==> src/rtl/regfile_pkg.sv <==
// regfile_pkg: shared definitions for the register-file write path.
//   REG_AW / REG_NUM : register index width / register count
//   reg_idx_t        : binary register index
//   reg_onehot_t     : one-hot register write-enable vector
//   REQ_WB / REQ_MC  : requester ids (write-back, multi-cycle unit)
package regfile_pkg;
  localparam int REG_AW  = 5;
  localparam int REG_NUM = 32;
  localparam int NUM_REQ = 2;

  typedef logic [REG_AW-1:0]  reg_idx_t;
  typedef logic [REG_NUM-1:0] reg_onehot_t;

  localparam int REQ_WB = 0;
  localparam int REQ_MC = 1;
endpackage

==> src/rtl/regidx_onehot.sv <==
// regidx_onehot: combinational 5-bit index to 32-bit one-hot decode.
//   idx    in  REG_AW   register index
//   onehot out REG_NUM  exactly bit idx set; unknown index gives all-zero
module regidx_onehot
  import regfile_pkg::*;
(
  input  logic [REG_AW-1:0]  idx,
  output logic [REG_NUM-1:0] onehot
);

  // The if-form (rather than a direct compare per bit) makes an X index
  // fall through to zero in simulation instead of smearing X on the enables.
  always_comb begin
    onehot = '0;
    for (int k = 0; k < REG_NUM; k++) begin
      if (idx == reg_idx_t'(k)) onehot[k] = 1'b1;
    end
  end

endmodule

==> src/rtl/regfile_wport_arb.sv <==
// regfile_wport_arb: write-port arbiter/sequencer for the 32-entry register
// file. Two producers (0: write-back, 1: multi-cycle unit) each own one
// holding entry; one entry is granted per cycle and turned into a registered
// one-hot write enable plus data.
//   clk, resetn        clock; synchronous active-low reset
//   req_valid/ready    per-requester handshake (bit i = requester i)
//   req_addr0/1        destination register index
//   req_data0/1        write data
//   rf_we              registered one-hot write enable (index 0 never enabled)
//   rf_waddr/rf_wdata  index/data of the write in flight (hold when idle)
//   busy               a holding entry is occupied or a write is in flight
// Build option: REGFILE_WPORT_RR_EN selects round-robin on contention;
// without it requester 0 has fixed priority.
module regfile_wport_arb
  import regfile_pkg::*;
#(
  parameter int DW = 32
) (
  input  logic                clk,
  input  logic                resetn,
  input  logic [NUM_REQ-1:0]  req_valid,
  output logic [NUM_REQ-1:0]  req_ready,
  input  logic [REG_AW-1:0]   req_addr0,
  input  logic [REG_AW-1:0]   req_addr1,
  input  logic [DW-1:0]       req_data0,
  input  logic [DW-1:0]       req_data1,
  output logic [REG_NUM-1:0]  rf_we,
  output logic [REG_AW-1:0]   rf_waddr,
  output logic [DW-1:0]       rf_wdata,
  output logic                busy
);

  logic [NUM_REQ-1:0]             hold_v, grant, acc;
  logic [NUM_REQ-1:0][REG_AW-1:0] hold_addr, in_addr;
  logic [NUM_REQ-1:0][DW-1:0]     hold_data, in_data;
  logic                           gnt_sel;
  reg_idx_t                       gnt_addr;
  logic [DW-1:0]                  gnt_data;
  reg_onehot_t                    gnt_oh;

  assign in_addr = {req_addr1, req_addr0};
  assign in_data = {req_data1, req_data0};

  // Arbitration only looks at the holding entries, so a new request always
  // spends one cycle in its entry before it can be granted.
`ifdef REGFILE_WPORT_RR_EN
  logic rr_ptr;

  always_comb begin
    grant = '0;
    case (hold_v)
      2'b01:   grant = 2'b01;
      2'b10:   grant = 2'b10;
      2'b11:   grant = rr_ptr ? 2'b10 : 2'b01;
      default: grant = '0;
    endcase
  end

  // Contention always grants the pointed-to side, so flipping on every
  // contended cycle hands the next contended grant to the other requester.
  always_ff @(posedge clk) begin
    if (!resetn)      rr_ptr <= 1'b0;
    else if (&hold_v) rr_ptr <= ~rr_ptr;
  end
`else
  assign grant[REQ_WB] = hold_v[REQ_WB];
  assign grant[REQ_MC] = hold_v[REQ_MC] & ~hold_v[REQ_WB];
`endif

  // A granted entry drains this edge, so it can be refilled in the same edge.
  assign req_ready = ~hold_v | grant;
  assign acc       = req_valid & req_ready;

  assign gnt_sel  = grant[REQ_MC];
  assign gnt_addr = hold_addr[gnt_sel];
  assign gnt_data = hold_data[gnt_sel];

  regidx_onehot u_onehot (
    .idx    (gnt_addr),
    .onehot (gnt_oh)
  );

  always_ff @(posedge clk) begin
    if (!resetn) begin
      hold_v    <= '0;
      hold_addr <= '0;
      hold_data <= '0;
      rf_we     <= '0;
      rf_waddr  <= '0;
      rf_wdata  <= '0;
    end else begin
      for (int i = 0; i < NUM_REQ; i++) begin
        if (acc[i]) begin
          hold_v[i]    <= 1'b1;
          hold_addr[i] <= in_addr[i];
          hold_data[i] <= in_data[i];
        end else if (grant[i]) begin
          hold_v[i]    <= 1'b0;
        end
      end
      if (|grant) begin
        // $zero consumes its slot and shows on rf_waddr but never writes.
        rf_we    <= (gnt_addr == '0) ? '0 : gnt_oh;
        rf_waddr <= gnt_addr;
        rf_wdata <= gnt_data;
      end else begin
        rf_we    <= '0;
      end
    end
  end

  assign busy = (|hold_v) | (|rf_we);

endmodule

==> config.mk <==
export PLATFORM = sky130hd
export DESIGN_NAME = regfile_wport_arb
export DESIGN_NICKNAME = d
export VERILOG_FILES = /design/src/rtl/regfile_pkg.sv /design/src/rtl/regidx_onehot.sv /design/src/rtl/regfile_wport_arb.sv
export SDC_FILE = /design/constraint.sdc
export NUM_CORES = 1
export LEC_CHECK = 0
export ABC_AREA = 1
export CELL_PAD_IN_SITES_DETAIL_PLACEMENT = 1
export CELL_PAD_IN_SITES_GLOBAL_PLACEMENT = 1
export CORE_UTILIZATION = 38
export CTS_BUF_LIST = sky130_fd_sc_hd__clkbuf_4 sky130_fd_sc_hd__clkbuf_8
export DETAILED_ROUTE_END_ITERATION = 10
export GPL_TIMING_DRIVEN = 0
export PLACE_DENSITY_LB_ADDON = 0.3
export SYNTH_ARGS = -nofsm -noshare
export SYNTH_HDL_FRONTEND = slang
export SYNTH_HIERARCHICAL = 1
export SYNTH_SLANG_ARGS = --single-unit
==> constraint.sdc <==
create_clock -name clk -period 2.75 [get_ports clk]
set_input_delay 0.275 -clock clk [delete_from_list [all_inputs] [get_ports clk]]
set_output_delay 0.275 -clock clk [all_outputs]
set_load 0.02 [all_outputs]
# Word-level counts from Yosys, hierarchy flattened
# Index checks and enable logic that the tools add are counted.
dict set report word_totals {
  ramBits 0
  inputBits 78
  rom_bits 0
  mem_count 0
  latch_bits 0
  regBits 145
  elab_cells 95
  out_inout_bits 72
}
dict set report classes {
  n_eq_ne 31
  bitwise 8
  mux 38
  n_div 0
  shifts 0
  multipliers 0
  magnitude_cmp 1
  reduce_logical 7
  add_sub_neg 0
}
# operator n
set op_table {}
lappend op_table {{== test 5 bit, second input constant} 16}
lappend op_table {{2-to-1 mux 32 bit} 2}
lappend op_table {{== test 5 x 4 -> 1 bit, second input constant} 8}
lappend op_table {{2-to-1 mux 1 bit} 34}
lappend op_table {{OR reduction 32 bit} 1}
lappend op_table {{== test 5 x 3 -> 1 bit, second input constant} 4}
lappend op_table {{== test 5 x 2 -> 1 bit, second input constant} 2}
lappend op_table {{2-to-1 mux 5 bit} 2}
lappend op_table {{== test 5 x 1 -> 1 bit, second input constant} 1}
lappend op_table {{logical NOT 5 bit} 1}
lappend op_table {{OR reduction 2 bit} 2}
lappend op_table {{NOT 1 bit} 3}
lappend op_table {{OR reduction 3 bit} 1}
lappend op_table {{bitwise AND 2 bit} 1}
lappend op_table {{less-than comparator 1 x 2 -> 1 bit, second input constant} 1}
lappend op_table {{NOT 2 bit} 1}
lappend op_table {{OR 2 bit} 1}
lappend op_table {{AND reduction 2 bit} 1}
lappend op_table {{nonzero test 2 bit} 1}
lappend op_table {{bitwise AND 1 bit} 1}
lappend op_table {{OR 1 bit} 1}

# Longest topological paths before layout
# Gate-level depths: netlist of run 1.
dict set report depth {
  ltp_word 6
  depth_mapped 12
  mapped_depth_nobuf 11
}

# Cells and area by module
# The synthesis of run 1 kept the hierarchy.
# module cells_each n_inst area_each_um2 seq_area_each_um2
set modules_own_cells {}
lappend modules_own_cells {regfile_wport_arb 744 1 5378.9 2902.8}
lappend modules_own_cells {regidx_onehot 65 1 269.0 0.0}

# Least setup slack after synthesis of run 1
# OpenSTA, ideal clock, no wires.
dict set report synth_timing {
  path_type {register -> output}
  from {reg hold_v[0]}
  to {out busy}
  required_ns 2.475
  n_path_buf 2
  path_slack_ns 1.313
  arrival_ns 1.162
  path_stages_with_launch 9
  cell_sequence {dfxtp_1 -> buf_4 -> inv_2 -> nand2_1 -> inv_1 -> buf_2 -> nand2_1 -> nor2_1 -> nand2_1}
}
dict set report synth_via {
  elab_chain_cells 2
}
# element line_no
set synth_rtl {}
lappend synth_rtl {{from (decl)} regfile_wport_arb.sv:33} ;# logic [NUM_REQ-1:0] hold_v, grant, acc;
lappend synth_rtl {{from (signal assigned)} regfile_wport_arb.sv:85} ;# hold_v <= '0;
lappend synth_rtl {{from (signal, indexed assignment)} regfile_wport_arb.sv:94} ;# hold_v[i] <= 1'b1;
lappend synth_rtl {{from (signal, indexed assignment)} regfile_wport_arb.sv:98} ;# hold_v[i] <= 1'b0;
lappend synth_rtl {{OR reduction 2 bit} regfile_wport_arb.sv:112} ;# assign busy = (|hold_v) | (|rf_we);
lappend synth_rtl {{OR 1 bit} regfile_wport_arb.sv:112}
lappend synth_rtl {{to (decl)} regfile_wport_arb.sv:30} ;# output logic busy
# Every way passes these cells.

# Final worst setup path of run 1
# Ends and elaborated chain as after synthesis.

==> results of run 1 <==
==> state kept, by name (all words and copies together), names as in the netlist <==
| name | count |
|---|---|
| hold_data | 64 |
| rf_waddr | 5 |
| hold_addr | 10 |
| rf_wdata | 32 |
| hold_v | 2 |
| rf_we | 32 |
==> placed cells by master (no fill, tap or decap), drive strengths merged <==
master,n
nor2,209
nand2,175
clkdlybuf4s50,148
dfxtp,145
inv,96
o21ai,75
clkbuf,47
nand3,36
buf,17
nor3,10
a21oi,9
o211ai,5
bufinv,5
clkinv,5
nor4,1
nand4,1
o21bai,1
a21boi,1
conb,1
clkinvlp,1
==> worst paths after layout <==
kind | startpoint | to | slack (ns)
worst max-delay path | hold_v[0] | busy | 0.25
worst min-delay path | req_data0[6] | hold_data[6] | 0.42
worst max register to register | hold_v[0] | rf_we[6] | 0.94
worst min register to register | hold_addr[6] | hold_addr[6] | 0.46
==> tightest hold or removal path, stage by stage <==
cell	delay, ns
clkdlybuf4s50_1	0.40
nor2_1	0.10
nor2_1	0.05
==> cells in the mapped netlist <==
library cell	instances
a21oi_1	9
o21ai_0	74
nor2_4	1
inv_1	93
clkbuf_1	26
nand2_1	174
nand2_2	1
nor2_1	208
o21ai_1	1
buf_6	1
inv_2	3
buf_4	6
nand4_1	1
o21bai_4	1
buf_2	6
nor3_1	10
nand3_1	36
a21boi_0	1
nor4_1	1
buf_1	5
dfxtp_1	145
o211ai_1	5
conb_1	1
==> area by class of cell <==
cell class	count	area (µm²)
flip-flops and latches	145	2900
plain buffers	44	205
well taps	184	230
repair buffers	148	1480
fillers	1905	6720
clock inverters	11	186
clock buffers	20	263
inverters	96	360
multi-input cells	524	2180
==> where the power goes <==
group	total, W	internal (W)	switching, W
sequential	0.00227	0.00221	0.0000586
clock	0.00192	0.00111	0.000802
combinational	0.000682	0.000288	0.000394
==> metrics by stage <==
stage                     setup slack (ns)  area (µm²)  total power, W  utilization [%]  instances
after floorplan                       1.31        5650         0.00268                -        809
after global placement               0.589        7360         0.00297             50.6       1141
after detailed placement             0.582        7360         0.00300             50.6       1141
after CTS                           0.0827        7810         0.00491             53.7       1172
after global routing                0.0932        7810         0.00510             53.7       1172
final                                0.254        7810         0.00487             53.7       1172
==> cell families after synthesis <==
family | share of synthesized area [%]
compound gates | 8.57
buf+inv | 9.97
flops | 51.4
other cells | 0.0664
simple gates | 30.0
==> layer usage <==
| layer | GRT usage, % | vias to the layer above | wire, µm |
|---|---|---|---|
| met4 | 8.48 | 0 | 267 |
| li1 | - | 2792 | - |
| met3 | 5.17 | 23 | 775 |
| met5 | 0 | - | 0 |
| met2 | 44.0 | 125 | 8780 |
| met1 | 27.0 | 2623 | 7240 |
==> what timing repair did <==
action                                  CTS  global route
setup buffers                             0             0
resized for setup                         0             2
endpoints found under the setup margin    0             1
==> results.toml, run 1 <==
[clocking]
clockRootBuffer = "clkbuf_8"
clockBufferDepth = 2
clock_sinks = 145
clock_latency_ns = 0.44
clk_pin_slew_ns = 0.08
cts_tree = "yes"
cts_max_level = 4
numCtsBuffers = 17
cts_hold_buf = 0

[global_routing]
grt_pass1_wl_um = 27600
antenna_found_initial = 0
grt_max_degree = 17
grt_usage_pct = 23.9
grt-ovfl-total = 0
grt_pass1_vias = 5689

[timing]
final.period_utilization_pct = 90.8
setup_viol = 0
worst_pin_slew_ns = 0.606
clock_skew_ns = 0.00883
slew-limit-headroom_pct = 59.6
fin_setup_tns_ns = 0
max_freq_ghz = 0.401
rsz0062_at_grt = "no"
drv_slew = 0
min_period_ns = 2.50
hold_viol_final = 0
holdWs_ns = 0.424

[routing]
drtPass1Iterations = 4
wire_per_inst_um = 14.6
drt_wl_total_um = 17100
vias = 5563
drtIter0Drc = 236
drc = 0
antenna_left = 0
viasPerCell = 4.75

[critical_path]
reg2regPathDepth = 12
crit_buf_inv = 5
cp_common_cell = "nand2_1"
cp-start-kind = "flip-flop"
crit_family = "buffers and inverters"
crit_path_end_kind = "primary output"
crit_path_max_fanout = 10
cp.arrival_ns = 2.22
cpMaxStageDelayCell = "clkdlybuf4s50_1"
slowest_delay_ns = 0.53
crit_cells = 9
setup.worst_path.class = "reg -> out"
cp_data_required_time_ns = 2.48
crit_chain = "buf_4, inv_2, nand2_1, inv_2, clkbuf_4, nand2_1, nor2_1, nand2_1, clkdlybuf4s50_1"

[die]
core_um2 = 14500
die-width_um = 124
boundaryPins = 150
dieArea_um2 = 15400
die_y_um = 124
num_rows = 44
start_util_pct = 38.9

[logic_synthesis]
synth_seq_cells = 145
netlist_area_um2 = 5650
synthTopCellsByArea = "dfxtp_1, nor2_1, nand2_1"
ys_types = 23
syn-num-nets = 887
ys_seq_area_share_pct = 51.4
ys_warn_count = 6
yosysTopAreaCell = "dfxtp_1"
postSynthCellCount = 809
syn_area_per_cell_um2 = 6.98
yosysTopAreaCellShare_pct = 51.4

[power_and_ir_drop]
p_leak_nw = 3.48
p_per_area_nw_per_um2 = 624
ir_drop_v = 0.000272

[placement]
place_congestion = 0.846
hpwl_um = 12300
portBuffers = 148

[cells_and_area]
antenna_cells = 0
area_growth_pct = 38.3
final_net_count = 1054
drive_above_1_share_pct = 5.16

[job]
drv_cap = 0

[status]
outcome = "finished, final reports clean"

[min_path]
hold_path.class = "in -> reg"
whs_path_depth = 3
Power figures use the tool's default switching activity.
==> run 2, diff against run 1 <==
Settings changed: CTS_BUF_LIST sky130_fd_sc_hd__clkbuf_4 sky130_fd_sc_hd__clkbuf_8 to sky130_fd_sc_hd__clkbuf_8.
==> results.toml, run 2 (synthesis results as in run 1) <==
[status]
outcome = "finished, final reports clean"

[timing]
hold_viol_final = 0
fin_setup_tns_ns = 0
slew-limit-headroom_pct = 61.6
worst_pin_slew_ns = 0.576
final.period_utilization_pct = 90.7
rsz0062_at_grt = "no"
setup_viol = 0
min_period_ns = 2.49
max_freq_ghz = 0.401
clock_skew_ns = 0.00832
drv_slew = 0

[min_path]
min_from = "req_data0[6]"
hold_path.class = "in -> reg"

[clocking]
clk_pin_slew_ns = 0.08
cts_max_level = 4
clock_latency_ns = 0.44
numCtsBuffers = 17
clockRootBuffer = "clkbuf_8"
clock_sinks = 145
cts_tree = "yes"
postCtsSetupBuffers = 0
clockBufferDepth = 2
cts_hold_buf = 0

[cells_and_area]
final_core_util_pct = 53.7
drive_above_1_share_pct = 4.96
final_common_cell = "nor2_1"
top_register = "hold_data"
reg_top3 = "hold_data: 64 flops, rf_wdata: 32 flops, rf_we: 32 flops"
antenna_cells = 0
final-seq-area_um2 = 2900
final_net_count = 1054
fillers = 1907
multiInputGateArea_um2 = 2180
area_growth_pct = 38.2
final_cell_mix = "nor2_1, nand2_1, clkdlybuf4s50_1, dfxtp_1, inv_1"
largest_reg_flops = 64

[power_and_ir_drop]
p_per_area_nw_per_um2 = 620
p_leak_nw = 3.48
ir_drop_v = 0.000272

[routing]
drtIter0Drc = 235
drtPass1Iterations = 4
drc = 0
drt_wl_total_um = 17100
antenna_left = 0
vias = 5528
viasPerCell = 4.72
wire_per_inst_um = 14.6

[critical_path]
startpoint = "hold_v[0]"
crit_path_end_kind = "primary output"
cpMaxStageDelayCell = "clkdlybuf4s50_1"
cp_data_required_time_ns = 2.48
setup.worst_path.class = "reg -> out"
crit_path_max_fanout = 10
cp-start-kind = "flip-flop"
cp_common_cell = "nand2_1"
cp.arrival_ns = 2.22
slowest_delay_ns = 0.53
reg2reg_from = "hold_v[0]"
crit_chain = "buf_4, inv_2, nand2_1, inv_2, clkbuf_4, nand2_1, nor2_1, nand2_1, clkdlybuf4s50_1"

[die]
dieArea_um2 = 15400
die_y_um = 124
boundaryPins = 150
die-width_um = 124
core_um2 = 14500
num_rows = 44
start_util_pct = 38.9

[placement]
hpwl_um = 12300
place_congestion = 0.846
portBuffers = 148

[job]
drv_cap = 0

[global_routing]
grt_pass1_wl_um = 27700
grt_usage_pct = 24.0
grt_max_degree = 17
grt_pass1_vias = 5725
antenna_found_initial = 0
grt-ovfl-total = 0
## run 2: cell type report
type | count | area share (%)
clock buffer | 18 | 3.17
tap | 184 | 2.95
clock inverter | 13 | 2.49
timing repair buffer | 148 | 19.0
sequential | 145 | 37.2
buffer | 44 | 2.63
inverter | 96 | 4.62
multi-input combinational | 524 | 28.0
## run 2: per-layer routing
metal | GRT usage [%] | wire length (µm)
met3 | 5.17 | 765
met4 | 8.48 | 254
met1 | 26.9 | 7230
met5 | 0 | 0
met2 | 44.3 | 8850
## run 2: worst paths after layout
path,endpoint,slack [ns],depth (start not counted)
max reg2reg,rf_we[6],0.94,12
min reg2reg,hold_addr[6],0.46,2
min,hold_data[6],0.42,3
max,busy,0.26,9
## run 2: per-stage QoR
stage	instances	cell area, µm²	power (W)	hold WS (ns)	setup WS [ns]
after floorplan	809	5650	0.00268	0.410	1.31
after global placement	1141	7360	0.00297	0.442	0.589
after detailed placement	1141	7360	0.00300	0.452	0.582
after CTS	1172	7800	0.00488	0.405	0.0827
after global routing	1172	7800	0.00506	0.417	0.0932
final	1172	7800	0.00484	0.424	0.255
## run 2: worst max-delay path: cells and delay by family (launching register included)
family	cells	cell delay, ns
buf+inv	5	1.16
simple gates	4	0.31
flops	1	0.31
## run 2: power by group
group | internal [W] | switching (W) | leakage [nW]
Combinational | 0.000288 | 0.000394 | 2.06
Clock | 0.00109 | 0.000801 | 0.231
Sequential | 0.00221 | 0.0000585 | 1.19
Total | 0.00359 | 0.00125 | 3.48
## run 2: repair_timing
action / in CTS / in global routing
setup endpoints to repair: 0 / 1
gates resized for setup: 0 / 2
hold endpoints to repair: 0 / 0
